--- src/rtl/z_core_sequencer.sv ---
// Multi-cycle control sequencer: one-hot FETCH/DECODE/EXECUTE/MEM/WRITE/TRAP FSM
// owning pc, ir, load capture, next-PC selection and bus-timeout traps.
module z_core_sequencer #(
  parameter int              XLEN         = 32,
  parameter logic [XLEN-1:0] RESET_VECTOR = '0,
  parameter logic [XLEN-1:0] TRAP_VECTOR  = 'h100,
  parameter int              MEM_TIMEOUT  = 16
) (
  input  logic            clk,
  input  logic            reset,
  input  logic            stall,
  output logic            mem_req,
  output logic            mem_we,
  output logic [XLEN-1:0] mem_addr,
  input  logic            mem_ready,
  input  logic [31:0]     mem_rdata,
  output logic [31:0]     ir,
  output logic [XLEN-1:0] pc,
  output logic [31:0]     ld_q,
  input  logic [XLEN-1:0] alu_res,
  input  logic            alu_branch,
  output logic            alu_load,
  output logic            rf_we,
  output logic [1:0]      wb_sel,
  output logic [XLEN-1:0] link_pc,
  output logic            trap,
  output logic [1:0]      trap_cause
);

  typedef enum logic [5:0] {
    S_FETCH  = 6'b000001,
    S_DECODE = 6'b000010,
    S_EXEC   = 6'b000100,
    S_MEM    = 6'b001000,
    S_WRITE  = 6'b010000,
    S_TRAP   = 6'b100000
  } state_t;

  localparam logic [6:0] OP_REG    = 7'b0110011;
  localparam logic [6:0] OP_IMM    = 7'b0010011;
  localparam logic [6:0] OP_LOAD   = 7'b0000011;
  localparam logic [6:0] OP_STORE  = 7'b0100011;
  localparam logic [6:0] OP_BRANCH = 7'b1100011;
  localparam logic [6:0] OP_JAL    = 7'b1101111;
  localparam logic [6:0] OP_JALR   = 7'b1100111;
  localparam logic [6:0] OP_LUI    = 7'b0110111;
  localparam logic [6:0] OP_AUIPC  = 7'b0010111;

  localparam int CW = (MEM_TIMEOUT < 2) ? 1 : $clog2(MEM_TIMEOUT);

  state_t          state;
  logic [CW-1:0]   wait_cnt;
  logic [XLEN-1:0] addr_q;
  logic [XLEN-1:0] pc_old;

  logic            is_load, is_store, is_branch, is_jal, is_jalr, is_lui, legal;
  logic [XLEN-1:0] imm_b, imm_j, next_pc;
  logic            misaligned, timeout_hit;

  always_comb begin
    is_load   = (ir[6:0] == OP_LOAD);
    is_store  = (ir[6:0] == OP_STORE);
    is_branch = (ir[6:0] == OP_BRANCH);
    is_jal    = (ir[6:0] == OP_JAL);
    is_jalr   = (ir[6:0] == OP_JALR);
    is_lui    = (ir[6:0] == OP_LUI);
    legal     = is_load | is_store | is_branch | is_jal | is_jalr | is_lui |
                (ir[6:0] == OP_REG) | (ir[6:0] == OP_IMM) | (ir[6:0] == OP_AUIPC);
  end

  assign imm_b = {{(XLEN-13){ir[31]}}, ir[31], ir[7], ir[30:25], ir[11:8], 1'b0};
  assign imm_j = {{(XLEN-21){ir[31]}}, ir[31], ir[19:12], ir[20], ir[30:21], 1'b0};

  always_comb begin
    next_pc = pc + XLEN'(4);
    if (is_jalr)                      next_pc = {alu_res[XLEN-1:1], 1'b0};
    else if (is_jal)                  next_pc = pc + imm_j;
    else if (is_branch && alu_branch) next_pc = pc + imm_b;
  end

  assign misaligned  = |next_pc[1:0];
  // Limit is the last waiting cycle; a mem_ready in that same cycle is checked first.
  assign timeout_hit = (MEM_TIMEOUT != 0) && (wait_cnt == CW'(MEM_TIMEOUT - 1));

  // Strobes are decoded from the state register; reset masks them in the reset cycle.
  assign mem_req  = (state == S_FETCH) | ((state == S_MEM) & ~reset);
  assign mem_we   = (state == S_MEM) & is_store & ~reset;
  assign mem_addr = (state == S_MEM) ? addr_q : pc;
  assign alu_load = (state == S_DECODE) & legal & ~stall & ~reset;
  assign rf_we    = (state == S_WRITE) & ~stall & ~reset;
  assign trap     = (state == S_TRAP) & ~reset;
  assign link_pc  = pc_old + XLEN'(4);

  always_comb begin
    wb_sel = 2'd0;
    if (is_load)               wb_sel = 2'd1;
    else if (is_jal | is_jalr) wb_sel = 2'd2;
    else if (is_lui)           wb_sel = 2'd3;
  end

  always_ff @(posedge clk) begin
    if (reset) begin
      state      <= S_FETCH;
      pc         <= RESET_VECTOR;
      pc_old     <= RESET_VECTOR;
      ir         <= '0;
      ld_q       <= '0;
      addr_q     <= '0;
      trap_cause <= 2'd0;
      wait_cnt   <= '0;
    end else begin
      case (state)
        S_FETCH: begin
          if (mem_ready) begin
            ir    <= mem_rdata;
            state <= S_DECODE;
          end else if (timeout_hit) begin
            trap_cause <= 2'd2;
            state      <= S_TRAP;
          end else begin
            wait_cnt <= wait_cnt + CW'(1);
          end
        end
        S_DECODE: begin
          wait_cnt <= '0;
          if (!stall) begin
            if (!legal) begin
              trap_cause <= 2'd0;
              state      <= S_TRAP;
            end else begin
              state <= S_EXEC;
            end
          end
        end
        S_EXEC: begin
          wait_cnt <= '0;
          if (!stall) begin
            pc_old <= pc;
            if (misaligned) begin
              trap_cause <= 2'd1;
              state      <= S_TRAP;
            end else begin
              pc <= next_pc;
              if (is_load | is_store) begin
                addr_q <= alu_res;
                state  <= S_MEM;
              end else if (is_branch) begin
                state <= S_FETCH;
              end else begin
                state <= S_WRITE;
              end
            end
          end
        end
        S_MEM: begin
          if (mem_ready) begin
            wait_cnt <= '0;
            if (is_load) begin
              ld_q  <= mem_rdata;
              state <= S_WRITE;
            end else begin
              state <= S_FETCH;
            end
          end else if (timeout_hit) begin
            trap_cause <= 2'd2;
            state      <= S_TRAP;
          end else begin
            wait_cnt <= wait_cnt + CW'(1);
          end
        end
        S_WRITE: begin
          wait_cnt <= '0;
          if (!stall) state <= S_FETCH;
        end
        S_TRAP: begin
          wait_cnt <= '0;
          pc       <= TRAP_VECTOR;
          state    <= S_FETCH;
        end
        default: state <= S_FETCH;
      endcase
    end
  end

endmodule

--- config.mk ---
export PLATFORM = sky130hd
export DESIGN_NAME = z_core_sequencer
export DESIGN_NICKNAME = d
export VERILOG_FILES = /design/src/rtl/z_core_sequencer.sv
export SDC_FILE = /design/constraint.sdc
export NUM_CORES = 1
export LEC_CHECK = 0
export ABC_CLOCK_PERIOD_IN_PS = 3500
export CAP_MARGIN = 20
export CELL_PAD_IN_SITES_DETAIL_PLACEMENT = 0
export CELL_PAD_IN_SITES_GLOBAL_PLACEMENT = 2
export CORE_ASPECT_RATIO = 0.8
export CORE_MARGIN = 1.5
export CORE_UTILIZATION = 29
export CTS_BUF_LIST = sky130_fd_sc_hd__clkbuf_16
export DETAILED_ROUTE_END_ITERATION = 8
export HOLD_SLACK_MARGIN = 0.08
export PLACE_DENSITY = 0.79
export SETUP_SLACK_MARGIN = 0.5
export SLEW_MARGIN = 20
export SYNTH_ARGS = -nofsm -noshare
export SYNTH_HDL_FRONTEND = slang
export SYNTH_SLANG_ARGS = --single-unit
--- constraint.sdc ---
create_clock -name clk -period 3.5 [get_ports clk]
set_input_delay 0.875 -clock clk [delete_from_list [all_inputs] [get_ports clk]]
set_output_delay 0.875 -clock clk [all_outputs]
set_load 0.005 [all_outputs]
-- Yosys cells after proc, flatten, opt, wreduce, memory -nomap -nowiden
Index checks and enable logic that the tools add are counted.
- bits in registers: 172
- latch bits: 0
- bits in writable memories: 0
- ROM bits: 0
- input bits: 69
- memories: 0
- add/subtract/negate cells: 5
- multiply operators: 0
- div/mod/pow operators: 0
- magnitude comparators: 0
- equality and inequality tests: 25
- shifts and indexed selects: 0
- multiplexer cells: 33
- bitwise gates (word level): 22
- reduce and logical (&&, ||, !) cells: 15
- operator list (cell ; count):
    $mux 32 ; 6
    $add 32x3->32 const B ; 2
    $add 32x32->32 ; 2
    $pmux 32 s2 ; 1
    $mux 6 ; 8
    $pmux 6 s5 ; 1
    $eq 7x6->1 const B ; 3
    $eq 7x7->1 const B ; 3
    $mux 2 ; 9
    $ne 2x2->1 const B ; 8
    $mux 5 ; 3
    $eq 7x5->1 const B ; 2
    $mux 4 ; 3
    $pmux 4 s3 ; 1
    $or 1x1->1 ; 10
    $and 1x1->1 ; 9
    $reduce_and 3->1 ; 3
    $eq 7x2->1 const B ; 1
    $reduce_and 7->1 ; 1
    $eq 6x1->1 const B ; 1
    $eq 6x2->1 const B ; 1
    $eq 6x3->1 const B ; 1
    $eq 6x4->1 const B ; 1
    $eq 6x5->1 const B ; 1
    other kinds (13) ; 19

-- Logic depth before layout (Yosys ltp)
- depth in word-level cells: 12
- gate-level depth with buffers: 13
- mapped depth without buffers: 11

-- Worst setup path before layout
No wires, ideal clock.
- path type: input-to-reg
- from: input alu_branch
- to: register pc[25]
- library setup time: 0.138 ns
- data arrival time: 2.844 ns
- slack: 0.518 ns
- stages: 10
- path through: nor4b_2 -> and3_1 -> buf_6 -> mux2_4 -> a211o_2 -> and2_4 -> o21ai_1 -> o31ai_1 -> a2111oi_2 -> a2111oi_1
- cells in the longest elaborated chain, start to end: 7
- elaborated cells on any way between the ends: 10
- classes of those cells: eq/ne (1); mux (6); reduce/logical (3)
- RTL lines (element ; line ; source):
    from (decl) ; 21 ; input logic alu_branch,
    $logic_and 1x1->1 * ; 78 ; else if (is_branch && alu_branch) next_pc = pc + imm_b;
    $mux 32 * ; 78 ;
    $mux 32 * ; 77 ; else if (is_jal) next_pc = pc + imm_j;
    $mux 32 * ; 76 ; if (is_jalr) next_pc = {alu_res[XLEN-1:1], 1'b0};
    $mux 32 or $reduce_or 2->1 (tied branches) ; 139, 81 ;
    $mux 32 or $ne 2x2->1 (tied branches) ; -- ;
    $pmux 32 s2 or $reduce_and 3->1 (tied branches) ; -- ;
    to (signal assigned) ; 143 ; pc <= next_pc;
    to (decl) ; 18 ; output logic [XLEN-1:0] pc,
Every way passes the cells marked *; elsewhere a longest branch is shown, timed or not. The select of a mux whose other input is x is not followed.
A chain may end at the register's enable or synchronous reset.

-- Worst setup path after layout
- from: register pc_old[3]
- to: output link_pc[27]
- cells in the longest elaborated chain, start to end: 1
- RTL lines (element ; line ; source):
    from (decl) ; 54 ; logic [XLEN-1:0] pc_old;
    from (signal assigned) ; 138 ; pc_old <= pc;
    $add 32x3->32 ; 92 ; assign link_pc = pc_old + XLEN'(4);
    to (decl) ; 25 ; output logic [XLEN-1:0] link_pc,
Every way passes these cells.

==> summary.txt <==
Outcome
  – Outcome: finished clean

Layout
  – Final non-filler cell total: ~2,400
  – Diode count: 0
  – P&R area growth vs syn: 42.0%
  – Storage cell area: 0.00349 sq mm
  – Share of layout cells above drive strength 1: 17.3%
  – Footprint of the multi-input gates: 0.00789 sq mm
  – Final net count: 1,981
  – Fill count: a little under 4,000

Critical path
  – Critical setup path kind: reg -> out
  – Reg2Reg Launch Point: ir[21]
  – Arr. time, crit path: 2310 ps
  – CP Max Fanout: 3
  – CP max-delay cell: or3_4
  – Worst setup path startpoint: pc_old[3]
  – Crit end category: primary output
  – CP cell instances: nand3_4, nor2_4, nand4_1, or3_4, nor3_4, buf_6, buf_4, xor2_1, buf_2
  – Crit start category: register
  – Worst EP required: 2620 ps
  – Slowest cell delay on critical path: between 400 and 500 ps

Power and ir drop
  – Peak VDD IR: roughly 340 uV
  – Pwr Density: between 300 and 400 mW/mm^2
  – Leakage: approximately 7 nW

Floorplan
  – Die area: approximately 0.040 sq mm
  – Core ar.: roughly 0.038 sq mm
  – Initial Utilization: just under 30%
  – Die Wd: 224 um
  – Die Ht: ~180 um
  – Io pins: 238
  – Row count: 64

GRT
  – Pin count of the biggest net entering global routing: 80
  – First-pass GRT wire length: approximately 75,000 um
  – Vias in the first global route: about 12,000
  – Initial antenna violation count: 2
  – Grt ovf: 0
  – Total GRT Usage: roughly a quarter

STA
  – Final setup TNS: 0 ps
  – Max-slew violation count: 0
  – Period utilization: 90.9%
  – Final setup fails: 0
  – Minimum clock period after layout: around 3200 ps
  – RSZ-0062 raised after global routing: yes
  – Worst Tran Pin Value: roughly 1000 ps
  – Fin. Hold Viols: 0
  – Slew HR: a little under a third
  – Max Clock Freq: about 0.31 GHz
  – Clk_skew: about 10 ps

Yosys
  – Synth Register Bits: between 150 and 200
  – Post-synthesis mux area share: under 10%
  – Netlist cell types: 68
  – Sequential area share after synthesis: 30.4%
  – Adder-Cell Fraction of Synth Area: between 5 and 6%
  – Compound-Gate Fraction of Synth Area: roughly 22%
  – Syn_nets: roughly 1,700
  – Mapped Cells: between 1,500 and 2,000
  – Post-synth EDFFs: 0
  – Synth Area per Inst: 7.17 sq um
  – Synth Area in XOR/XNOR: around 6.7%
  – Yosys warns: 0
  – Netlist Area Pre-Place: about 0.011 sq mm
  – Asr flop ratio synth: 0%
  – Simple-Gate Fraction of Synth Area: 27.2%
  – Ys flop type: dfxtp_1
  – Largest family of logic cells by synthesized area: simple AND/OR/NAND/NOR gates

Clocking
  – Num CTS Buffers: 17
  – Cts hold-fix bufs: 0
  – Clk root buf: clkbuf_16
  – Clk buf depth: 2
  – Clk slew on worst S/H paths: about 80 ps
  – Sink Count: roughly 170
  – H-tree levels: 4
  – Skew-Pair Late Insertion Delay: 460 ps
  – CTS tree: yes

Drt
  – DR vias: 12,700
  – WL/cell: around 21 um
  – Number of remaining DRC errors: 0
  – Drt via density: roughly 5.4
  – Pre-antenna DRT Iters: 6
  – Total Wirelength: 50,400 um
  – Antenna Nets Post-Route: 0
  – Iteration-0 DRC Markers: approximately 1,300

Place
  – Count of input and output buffers: 237
  – Placed Cells: around 2,300
  – Post-DP HPWL: about 38,000 um
  – Final GP Congestion: around 0.9

Run
  – # Max-Cap Violations: 0

Hold path
  – Hold crit path type: reg -> reg
  – Hold path start: ld_q[28]
==> final cells by class <==
class                      instances  share of cell area (%)
clock inverter                    15                    1.10
sequential                       172                    21.7
tap                              495                    3.85
inverter                          15                   0.350
multi-input combinational       1288                    49.1
clock buffer                      17                    2.65
timing repair buffer             370                    21.2
==> Yosys cell counts, types with 6 or more instances <==
master	n	share of area, %
nor3_1	23	1.0
o22ai_1	9	0.50
nand2_1	401	13
o221ai_1	6	0.46
a21oi_1	184	8.1
nand4_1	15	0.83
xnor2_1	46	3.6
a22oi_1	6	0.40
and2_1	10	0.55
and4_1	9	0.70
nor2_1	119	3.9
nand2b_1	10	0.55
a31oi_1	15	0.83
a21o_1	30	2.0
dfxtp_1	172	30
and3_1	21	1.2
nand3b_1	6	0.40
ha_1	46	5.1
clkbuf_1	82	2.7
a32oi_1	7	0.54
inv_1	15	0.50
mux2i_1	38	3.4
xor2_1	40	3.1
o21ai_1	10	0.44
buf_2	10	0.44
nand3_1	46	2.0
nor4_1	7	0.39
o2111ai_1	6	0.46
o21bai_1	11	0.73
nor2b_1	9	0.50
o211ai_1	12	0.80
o21ai_0	56	2.5
a211oi_1	21	1.4
==> per-stage QoR <==
step | utilization, % | setup slack, ps | power [mW] | hold WS [ps] | instance area (sq um)
after floorplan | - | 518 | 3.02 | 437 | 11300
after global placement | 38.2 | -5.96 | 3.70 | 442 | 14700
after detailed placement | 38.2 | -84.5 | 3.70 | 448 | 14700
after CTS | 41.0 | 255 | 5.78 | 458 | 15700
after global routing | 41.9 | 210 | 6.04 | 473 | 16100
final | 41.9 | 319 | 5.76 | 458 | 16100
==> cell usage in the layout (no fill, tap or decap), types with 18 or more instances in the layout <==
master and instances:
mux2i_1 38, xnor2_1 39, nand3_1 38, a21oi_1 180
xor2_1 39, buf_4 110, clkdlybuf4s50_1 175, o21ai_0 47
clkbuf_16 18, clkbuf_2 23, nand2_1 392, ha_1 40
nor3_1 20, and3_1 18, a21o_1 30, nor2_1 109
dfxtp_1 150
==> worst max-delay path: cells and delay by family, from the launching register on <==
family / cells / cell delay (ps)
xor gates and xnor gates: 1 / 150
buffers and inverters: 3 / 370
DFF: 1 / 370
and+or+nand+nor: 5 / 960
==> power breakdown <==
group	internal [mW]	switching, mW
clock network	1.08	0.943
logic	0.655	0.858
registers	2.08	0.155
total	3.81	1.96
==> worst paths after layout <==
check        depth (start not counted)  slack (ps)           to
max                                  9         320  link_pc[27]
min                                  2         460     ld_q[28]
max reg2reg                         12         630       pc[25]
min reg2reg                          2         460     ld_q[28]
==> metal layers <==
layer  up-vias  global-route usage, %  part of all wire [%]
met1      6058                   39.0                    51
met5         -                      0                 0.030
met4         2                   4.95                   1.4
met3        51                   4.82                   7.6
met2       504                   33.2                    40
li1       6104                      -                     -
==> flip-flops by register name, indices dropped and copies added, names as in the netlist <==
signal,count
addr_q,32
wait_cnt,4
ir,32
state,6
pc,32
ld_q,32
pc_old,32
trap_cause,2
==> logic make-up after synthesis <==
logic type | after synthesis
simple gates | 701
fa+ha+maj | 48
xor+xnor | 86
flops | 172
mux | 39
compound gates | 414
buf+inv | 118
==> repair_timing <==
| action | in CTS | in global routing |
|---|---|---|
| endpoints found under the setup margin | 75 | 77 |
| gates resized for setup | 174 | 151 |
| pin swaps | 29 | 38 |
| setup buffers | 23 | 10 |
| cloned | 2 | 1 |
Power figures use the tool's default switching activity.
